`src/rtl/d8_alu_exec_pkg.sv`:
```
// d8_alu_exec_pkg: opcode codes and FSM state encoding shared by the ALU execute slice.
package d8_alu_exec_pkg;
    localparam logic [2:0] D8_ALU_PASS = 3'b000;
    localparam logic [2:0] D8_ALU_ADD  = 3'b001;
    localparam logic [2:0] D8_ALU_SUB  = 3'b010;
    localparam logic [2:0] D8_ALU_AND  = 3'b011;
    localparam logic [2:0] D8_ALU_OR   = 3'b100;
    localparam logic [2:0] D8_ALU_MUL  = 3'b101;
    typedef enum logic [1:0] {ST_IDLE = 2'd0, ST_MUL = 2'd1, ST_DONE = 2'd2} state_t;
endpackage

```
`src/rtl/d8_alu_exec_if.sv`:
```
// d8_alu_exec_if: request/result handshake bundle between decode, the ALU and write-back.
interface d8_alu_exec_if #(parameter int WIDTH = 8);
    logic             in_valid;
    logic             in_ready;
    logic [2:0]       ctrl_alu;
    logic [WIDTH-1:0] a;
    logic [WIDTH-1:0] b;
    logic             out_valid;
    logic             out_ready;
    logic [WIDTH-1:0] result;
    logic             flag_z;
    logic             flag_c;
    modport master (output in_valid, ctrl_alu, a, b, out_ready,
                    input  in_ready, out_valid, result, flag_z, flag_c);
    modport slave  (input  in_valid, ctrl_alu, a, b, out_ready,
                    output in_ready, out_valid, result, flag_z, flag_c);
endinterface

```
`src/rtl/d8_alu_exec_mul.sv`:
```
// d8_alu_mul: iterative shift-add unsigned multiplier, one partial product per cycle.
module d8_alu_mul #(parameter int WIDTH = 8) (
    input  logic               clk_i,
    input  logic               rst_i,
    input  logic               start_i,
    input  logic [WIDTH-1:0]   a_i,
    input  logic [WIDTH-1:0]   b_i,
    output logic               busy_o,
    output logic               done_o,
    output logic [2*WIDTH-1:0] prod_o
);
    localparam int CW = $clog2(WIDTH + 1);
    logic [2*WIDTH-1:0] prod_q, prod_d;
    logic [WIDTH-1:0]   mcand_q;
    logic [CW-1:0]      cnt_q;
    logic               busy_q;
    logic [WIDTH:0]     sum;
    // Upper half accumulates, lower half holds the not-yet-consumed multiplier bits.
    always_comb begin
        sum    = {1'b0, prod_q[2*WIDTH-1:WIDTH]} + (prod_q[0] ? {1'b0, mcand_q} : '0);
        prod_d = {sum, prod_q[WIDTH-1:1]};
    end
    assign done_o = busy_q && cnt_q == CW'(WIDTH - 1);
    assign busy_o = busy_q;
    assign prod_o = prod_d;
    always_ff @(posedge clk_i or posedge rst_i) begin
        if (rst_i) begin
            prod_q  <= '0;
            mcand_q <= '0;
            cnt_q   <= '0;
            busy_q  <= 1'b0;
        end else if (start_i) begin
            prod_q  <= {{WIDTH{1'b0}}, b_i};
            mcand_q <= a_i;
            cnt_q   <= '0;
            busy_q  <= 1'b1;
        end else if (busy_q) begin
            prod_q  <= prod_d;
            cnt_q   <= cnt_q + 1'b1;
            busy_q  <= !done_o;
        end
    end
endmodule

```
`src/rtl/d8_alu_exec.sv`:
```
// d8_alu_exec: handshaked ALU execute stage with registered result and z/c flags.
// Defining D8_ALU_MUL_EN turns code 101 into a WIDTH-cycle unsigned multiply.
module d8_alu_exec
    import d8_alu_exec_pkg::*;
#(parameter int WIDTH = 8) (
    input logic           sys_clk,
    input logic           sys_rst,
    d8_alu_exec_if.slave  alu
);
    state_t             state_q, state_d;
    logic [WIDTH-1:0]   result_q, result_d, alu_r;
    logic               z_q, z_d, c_q, c_d, alu_c;
    logic [WIDTH:0]     sum, diff;
    logic               accept, is_mul, mul_busy, mul_done;
    logic [2*WIDTH-1:0] mul_prod;
`ifdef D8_ALU_MUL_EN
    assign is_mul = alu.ctrl_alu == D8_ALU_MUL;
    d8_alu_mul #(.WIDTH(WIDTH)) u_mul (
        .clk_i   (sys_clk),
        .rst_i   (sys_rst),
        .start_i (accept && is_mul),
        .a_i     (alu.a),
        .b_i     (alu.b),
        .busy_o  (mul_busy),
        .done_o  (mul_done),
        .prod_o  (mul_prod)
    );
`else
    assign is_mul   = 1'b0;
    assign mul_busy = 1'b0;
    assign mul_done = 1'b0;
    assign mul_prod = '0;
`endif
    assign alu.in_ready = !mul_busy && (state_q == ST_IDLE || (state_q == ST_DONE && alu.out_ready));
    assign accept       = alu.in_valid && alu.in_ready;
    always_comb begin
        sum   = {1'b0, alu.a} + {1'b0, alu.b};
        diff  = {1'b0, alu.a} - {1'b0, alu.b};
        alu_r = alu.ctrl_alu == D8_ALU_ADD ? sum[WIDTH-1:0] :
                alu.ctrl_alu == D8_ALU_SUB ? diff[WIDTH-1:0] :
                alu.ctrl_alu == D8_ALU_AND ? alu.a & alu.b :
                alu.ctrl_alu == D8_ALU_OR  ? alu.a | alu.b : alu.b;
        // The extra top bit of the difference is the unsigned borrow.
        alu_c = alu.ctrl_alu == D8_ALU_ADD ? sum[WIDTH] :
                alu.ctrl_alu == D8_ALU_SUB ? diff[WIDTH] : 1'b0;
    end
    always_comb begin
        state_d  = state_q;
        result_d = result_q;
        z_d      = z_q;
        c_d      = c_q;
        if (accept && !is_mul) begin
            state_d  = ST_DONE;
            result_d = alu_r;
            z_d      = alu_r == '0;
            c_d      = alu_c;
        end else if (accept) begin
            state_d = ST_MUL;
        end else if (state_q == ST_MUL && mul_done) begin
            state_d  = ST_DONE;
            result_d = mul_prod[WIDTH-1:0];
            z_d      = mul_prod[WIDTH-1:0] == '0;
            c_d      = |mul_prod[2*WIDTH-1:WIDTH];
        end else if (state_q == ST_DONE && alu.out_ready) begin
            state_d = ST_IDLE;
        end
    end
    always_ff @(posedge sys_clk or posedge sys_rst) begin
        if (sys_rst) begin
            state_q  <= ST_IDLE;
            result_q <= '0;
            z_q      <= 1'b0;
            c_q      <= 1'b0;
        end else begin
            state_q  <= state_d;
            result_q <= result_d;
            z_q      <= z_d;
            c_q      <= c_d;
        end
    end
    assign alu.out_valid = state_q == ST_DONE;
    assign alu.result    = result_q;
    assign alu.flag_z    = z_q;
    assign alu.flag_c    = c_q;
endmodule

```
`src/flat_wrapper.sv`:
```
// flat-port wrapper written by rule: the top's interface ports become plain ports
module d8_alu_exec_flat import d8_alu_exec_pkg::*;
#(parameter int WIDTH = 8)
  (sys_clk, sys_rst, alu_in_valid, alu_ctrl_alu, alu_a, alu_b, alu_out_ready, alu_in_ready, alu_out_valid, alu_result, alu_flag_z, alu_flag_c);
  d8_alu_exec_if #(.WIDTH(WIDTH)) alu_i ();
  input logic sys_clk;
  input logic sys_rst;
  input wire logic [$bits(alu_i.in_valid)-1:0] alu_in_valid;
  input wire logic [$bits(alu_i.ctrl_alu)-1:0] alu_ctrl_alu;
  input wire logic [$bits(alu_i.a)-1:0] alu_a;
  input wire logic [$bits(alu_i.b)-1:0] alu_b;
  input wire logic [$bits(alu_i.out_ready)-1:0] alu_out_ready;
  output wire logic [$bits(alu_i.in_ready)-1:0] alu_in_ready;
  output wire logic [$bits(alu_i.out_valid)-1:0] alu_out_valid;
  output wire logic [$bits(alu_i.result)-1:0] alu_result;
  output wire logic [$bits(alu_i.flag_z)-1:0] alu_flag_z;
  output wire logic [$bits(alu_i.flag_c)-1:0] alu_flag_c;
  assign alu_i.in_valid = alu_in_valid;
  assign alu_i.ctrl_alu = alu_ctrl_alu;
  assign alu_i.a = alu_a;
  assign alu_i.b = alu_b;
  assign alu_i.out_ready = alu_out_ready;
  assign alu_in_ready = alu_i.in_ready;
  assign alu_out_valid = alu_i.out_valid;
  assign alu_result = alu_i.result;
  assign alu_flag_z = alu_i.flag_z;
  assign alu_flag_c = alu_i.flag_c;
  d8_alu_exec #(.WIDTH(WIDTH)) u_core (.sys_clk(sys_clk), .sys_rst(sys_rst), .alu(alu_i));
endmodule
```
`config.mk`:
```
export PLATFORM = sky130hd
export DESIGN_NAME = d8_alu_exec_flat
export DESIGN_NICKNAME = d
export VERILOG_FILES = /design/src/rtl/d8_alu_exec_pkg.sv /design/src/rtl/d8_alu_exec_if.sv /design/src/rtl/d8_alu_exec_mul.sv /design/src/rtl/d8_alu_exec.sv /design/src/flat_wrapper.sv
export SDC_FILE = /design/constraint.sdc
export NUM_CORES = 1
export LEC_CHECK = 0
export CORE_MARGIN = 4
export CORE_UTILIZATION = 40
export DETAILED_ROUTE_END_ITERATION = 10
export SYNTH_ARGS = -nofsm -noshare
export SYNTH_HDL_FRONTEND = slang
export SYNTH_SLANG_ARGS = --single-unit
```
`constraint.sdc`:
```
create_clock -name sys_clk -period 1.58 [get_ports sys_clk]
set_clock_uncertainty 0.15 [all_clocks]
set_input_delay 0.237 -clock sys_clk [delete_from_list [all_inputs] [get_ports sys_clk]]
set_output_delay 0.237 -clock sys_clk [all_outputs]
set_load 0.02 [all_outputs]
```
# Word level (Yosys, flattened, before mapping)
# Cells that the tools add are included.
[totals]
ramBits = 0
memories = 0
word_cells = 27
latchBits = 0
romBits = 0
register_bits = 12
output_inout_bits = 12
input_bits = 23
[classes]
div_mod_pow = 0
mux = 8
order_cmp = 0
eq_ne = 5
addsub = 2
bitwise = 2
reduce_logical = 6
shifts = 0
n_mul = 0
[ops]
columns = ["cell", "count"]
rows = [
  ["8-bit 2-to-1 mux", 4],
  ["8-bit by 8-bit adder with 9-bit output", 1],
  ["8-bit by 8-bit subtractor with 9-bit output", 1],
  ["8-bit bitwise AND", 1],
  ["8-bit logical NOT", 1],
  ["8-bit OR", 1],
  ["3-bit by 2-bit equality test with 1-bit output (second input constant)", 2],
  ["2-bit 2-to-1 mux", 2],
  ["3-bit by 1-bit equality test with 1-bit output (second input constant)", 1],
  ["3-bit equality test (second input constant)", 1],
  ["2-bit equality test (second input constant)", 1],
  ["1-bit logical AND", 2],
  ["2-bit logical NOT", 1],
  ["1-bit 2-to-1 mux", 2],
  ["2-bit nonzero test", 1],
  ["1-bit logical OR", 1],
]

# Depth between registers and ports, before layout
[logic_depth]
depth_word = 6
mapped_depth = 9
depth_no_buf = 9

# Least setup slack after synthesis
# Ideal clock, no wire load.
[synth_timing]
kind = "input port to flip-flop"
startpoint = "input alu_a[0]"
endpoint = "register u_core.z_q, in the netlist u_core.alu.flag_z"
arrival_time_ns = 2.201
path_slack_ns = -0.874
setup_ns = 0.104
cell_stages = 9
required_ns = 1.326
path_buffers = 0
path_cell_list = "inv_1 -> ha_1 -> fa_1 -> inv_1 -> mux4_1 -> or3_1 -> a21oi_1 -> nand4b_1 -> o41ai_2"
[synth_via]
elab_chain_len = 6
word_cells_on_any_way = 9
cone_classes = "add/sub: 2; mux: 4; bitwise: 2; reduce/logical: 1"
[synth_lines]
columns = ["item", "line", "text"]
rows = [
  ["from (decl)", "flat_wrapper.sv:10", "input wire logic [$bits(alu_i.a)-1:0] alu_a;"],
  ["parallel branches: the longest is 4 deep, another holds 8-bit by 8-bit subtractor with 9-bit output", "-", ""],
  ["8-bit 2-to-1 mux (*)", "d8_alu_exec.sv:39", "alu_r = alu.ctrl_alu == D8_ALU_ADD ? sum[WIDTH-1:0] :"],
  ["8-bit logical NOT (*)", "d8_alu_exec.sv:55", "z_d = alu_r == '0;"],
  ["to (signal assigned)", "d8_alu_exec.sv:77", "z_q <= z_d;"],
  ["to (decl)", "d8_alu_exec.sv:12", "logic z_q, z_d, c_q, c_d, alu_c;"],
]
# Mark *: on every way between the ends.
# A chain may end at the register's enable or synchronous reset.

# Final worst setup path
# Same ends and word-level chain as after synthesis.

==> out/qor.txt <==
ys flop type = dfrtp_1
crit path time final = 2340 ps
Layout Utilization = 78.0%
Crit Path Category = primary input to register
final WL = 6060 µm
Register Area = 275 µm²
Post-synth EDFFs = 0
Post-Syn Nets = 255
drt pass-1 iters = 4
core area = 4060 µm²
DR iter-0 viols = 93
Final setup viols = 9
Yosys warning count = 0
total die area = 5330 µm²
vias in the first global route = 2041
Die Y-Extent = 73.0 µm
fraction of layout cells with a size suffix above 1 = 59.1%
Synth Cell Area = 1690 µm²
status = finished, violations left
most frequent cells in the layout = buf_4 (78), nand2_1 (19), dfrtp_1 (11)
max cap viols = 0
Max Root-Sink Buffers = 2
via count = 1975
Leakage = 1.51 nW
f_max = 428 MHz
routability cong. = 0.844
Buf/Inv on CP = 3
Final Cycle Share = 148%
Synth area leader = ha_1
Slew Limit Fails = 0
final net count = 370
final worst slack = -757 ps
Critical Path, Cell by Cell = buf_12 -> inv_12 -> ha_4 -> fa_2 -> inv_2 -> mux4_2 -> or3_4 -> a21oi_2 -> nand4b_1 -> o41ai_2
Post-Syn Instances = 206
Netlist cell types = 55
Port Buffers = 34
most common cell after layout, fill and taps aside = buf_4
post-route setup TNS = -3810 ps
crit path max fanout = 2
worst path arrival time = 2330 ps
Worst Setup Start Kind = primary input
failing checks = negative setup slack
Site Rows = 23
Hold Crit Class = primary input to async pin
first-pass GRT wire length = 9140 µm
clk root buf = clkbuf_8
placed cell count = 352
Slew HR = 72.1%
area delta synth->final = 87.3%
mean cell area of the mapped netlist = 8.21 µm²
io pins = 35
Reg clk slew, reported paths = 50 ps
drt wl/cell = 16.4 µm
GR Overflow Total = 0
Yosys top cell area share = 17.8%
CP top delay family = adder cells
Inserted Clock Buffers = 3
CTS tree = yes
proportion of synthesized chip area in sequential cells = 16.3%
Post-DP HPWL = 4350 µm
starting density of the core = 41.7%
RSZ-0062 raised after global routing = yes
gr usage total = 21.3%
fraction of registers with async set/reset = 100%
Max VDD drop = 0.222 mV
kind of end point of the critical path = register
flops & latches, synth = 11
ant diodes = 0
detailed-route vias per instance = 5.34
Antenna Nets Post-Route = 0
clock insertion delay at the later pin of the skew report = 240 ps
H-Tree Depth = 1
antenna violations before repair = 0
# DRC = 0
dominant cells by area after synthesis = ha_1 (18%), dfrtp_1 (16%), inv_1 (5.1%)
worst stage delay on the critical path = 530 ps
Fin Hold WS = 134 ps
worst-margin pin slew = 418 ps
non-filler cells, final = 370
largest net degree at the start of global routing = 12
Crit path required time = 1570 ps
pwr dens = 549 nW/µm²
Critical Path Slowest Stage Cell = fa_2
cts hold-fix bufs = 0
Fin. Hold Viols = 0
Fillers = 265
clock sink total = 11
multi-input logic area = 1670 µm²
Die X = 73.0 µm
Yosys cell counts, types with 2 or more instances:
cell type / n
a211oi_1: 5
a21o_1: 3
a21oi_1: 13
a221oi_1: 5
and2_1: 2
and3_1: 2
buf_2: 2
clkbuf_8: 2
dfrtp_1: 11
fa_1: 2
ha_1: 24
inv_1: 23
mux2_2: 3
mux2i_1: 4
nand2_1: 19
nand2b_1: 3
nand3_1: 2
nor2_1: 14
nor3_1: 5
o211a_1: 3
o21ai_0: 15
o21ai_1: 2
o21bai_1: 2
o221a_2: 3
o22ai_1: 3
o32ai_1: 2
or2_2: 3
or3_1: 2
flip-flops by register name, indices dropped and copies added, names as in the netlist:
register	count
u_core.alu.flag_z	1
u_core.alu.result	8
u_core.alu.flag_c	1
u_core.state_q	1
cell type report:
type	count	share of cell area [%]
Clock buffer	4	1.42
Inverter	24	3.87
Multi-Input combinational cell	162	52.9
Sequential cell	11	8.70
Tap cell	50	1.98
Timing Repair Buffer	119	31.1
timing repair:
action                                 4_1_cts  5_1_grt
setup endpoints to repair                   18       14
pin swaps                                   24       27
endpoints found under the hold margin        0        0
resized for setup                           62       77
buffers inserted                             8        7
metrics by stage:
stage                     instance area, µm²  power, W  worst slack, ps
after global placement                  2710   0.00124            -1480
after floorplan                         1840  0.000839             -815
final                                   3170   0.00174             -757
after detailed placement                2710   0.00126            -1550
after global routing                    3170   0.00183             -831
after CTS                               2910   0.00159            -1020
report_power, final:
group / switching [W] / leakage (nW) / internal (W)
clock: 0.000107 / 0.0228 / 0.000177
combinational: 0.000536 / 1.36 / 0.000564
sequential: 0.0000228 / 0.134 / 0.000329
total: 0.000666 / 1.51 / 0.00107
metal layers:
metal | up-vias | GRT usage, % | share of wire (%)
li1 | 975 | - | -
met5 | - | 0 | 0
met4 | 0 | 6.76 | 2.0
met2 | 54 | 41.1 | 52
met1 | 933 | 24.1 | 42
met3 | 13 | 1.65 | 4.4
cell families (layout without fill, tap and decap cells):
kind of cell / count (synthesis) / in the layout / share of synthesized area (%)
compound gates: 68 / 68 / 30.3
flops: 11 / 11 / 16.3
fa+ha+maj: 26 / 26 / 20.1
buf+inv: 33 / 147 / 9.55
mux: 8 / 8 / 5.92
simple gates: 60 / 60 / 17.8
worst register-to-register path, stage by stage (launching register included):
cell,delay [ps]
dfrtp_1,370
nand2b_1,100
and2_1,310
mux2_4,330
worst paths after layout:
path                                      start              endpoint  slack, ps  depth (start not counted)
max                                    alu_a[0]     u_core.alu.flag_z       -760                         10
min                                     sys_rst     u_core.alu.flag_z        130                          2
max reg2reg                   u_core.state_q[1]  u_core.alu.result[5]        200                          3
min reg2reg                u_core.alu.result[4]  u_core.alu.result[4]        320                          2
max in group asynchronous               sys_rst  u_core.alu.result[4]        850                          2
min in group sys_clk       u_core.alu.result[4]  u_core.alu.result[4]        320                          2
No activity file was read; power rests on OpenSTA's default activity.
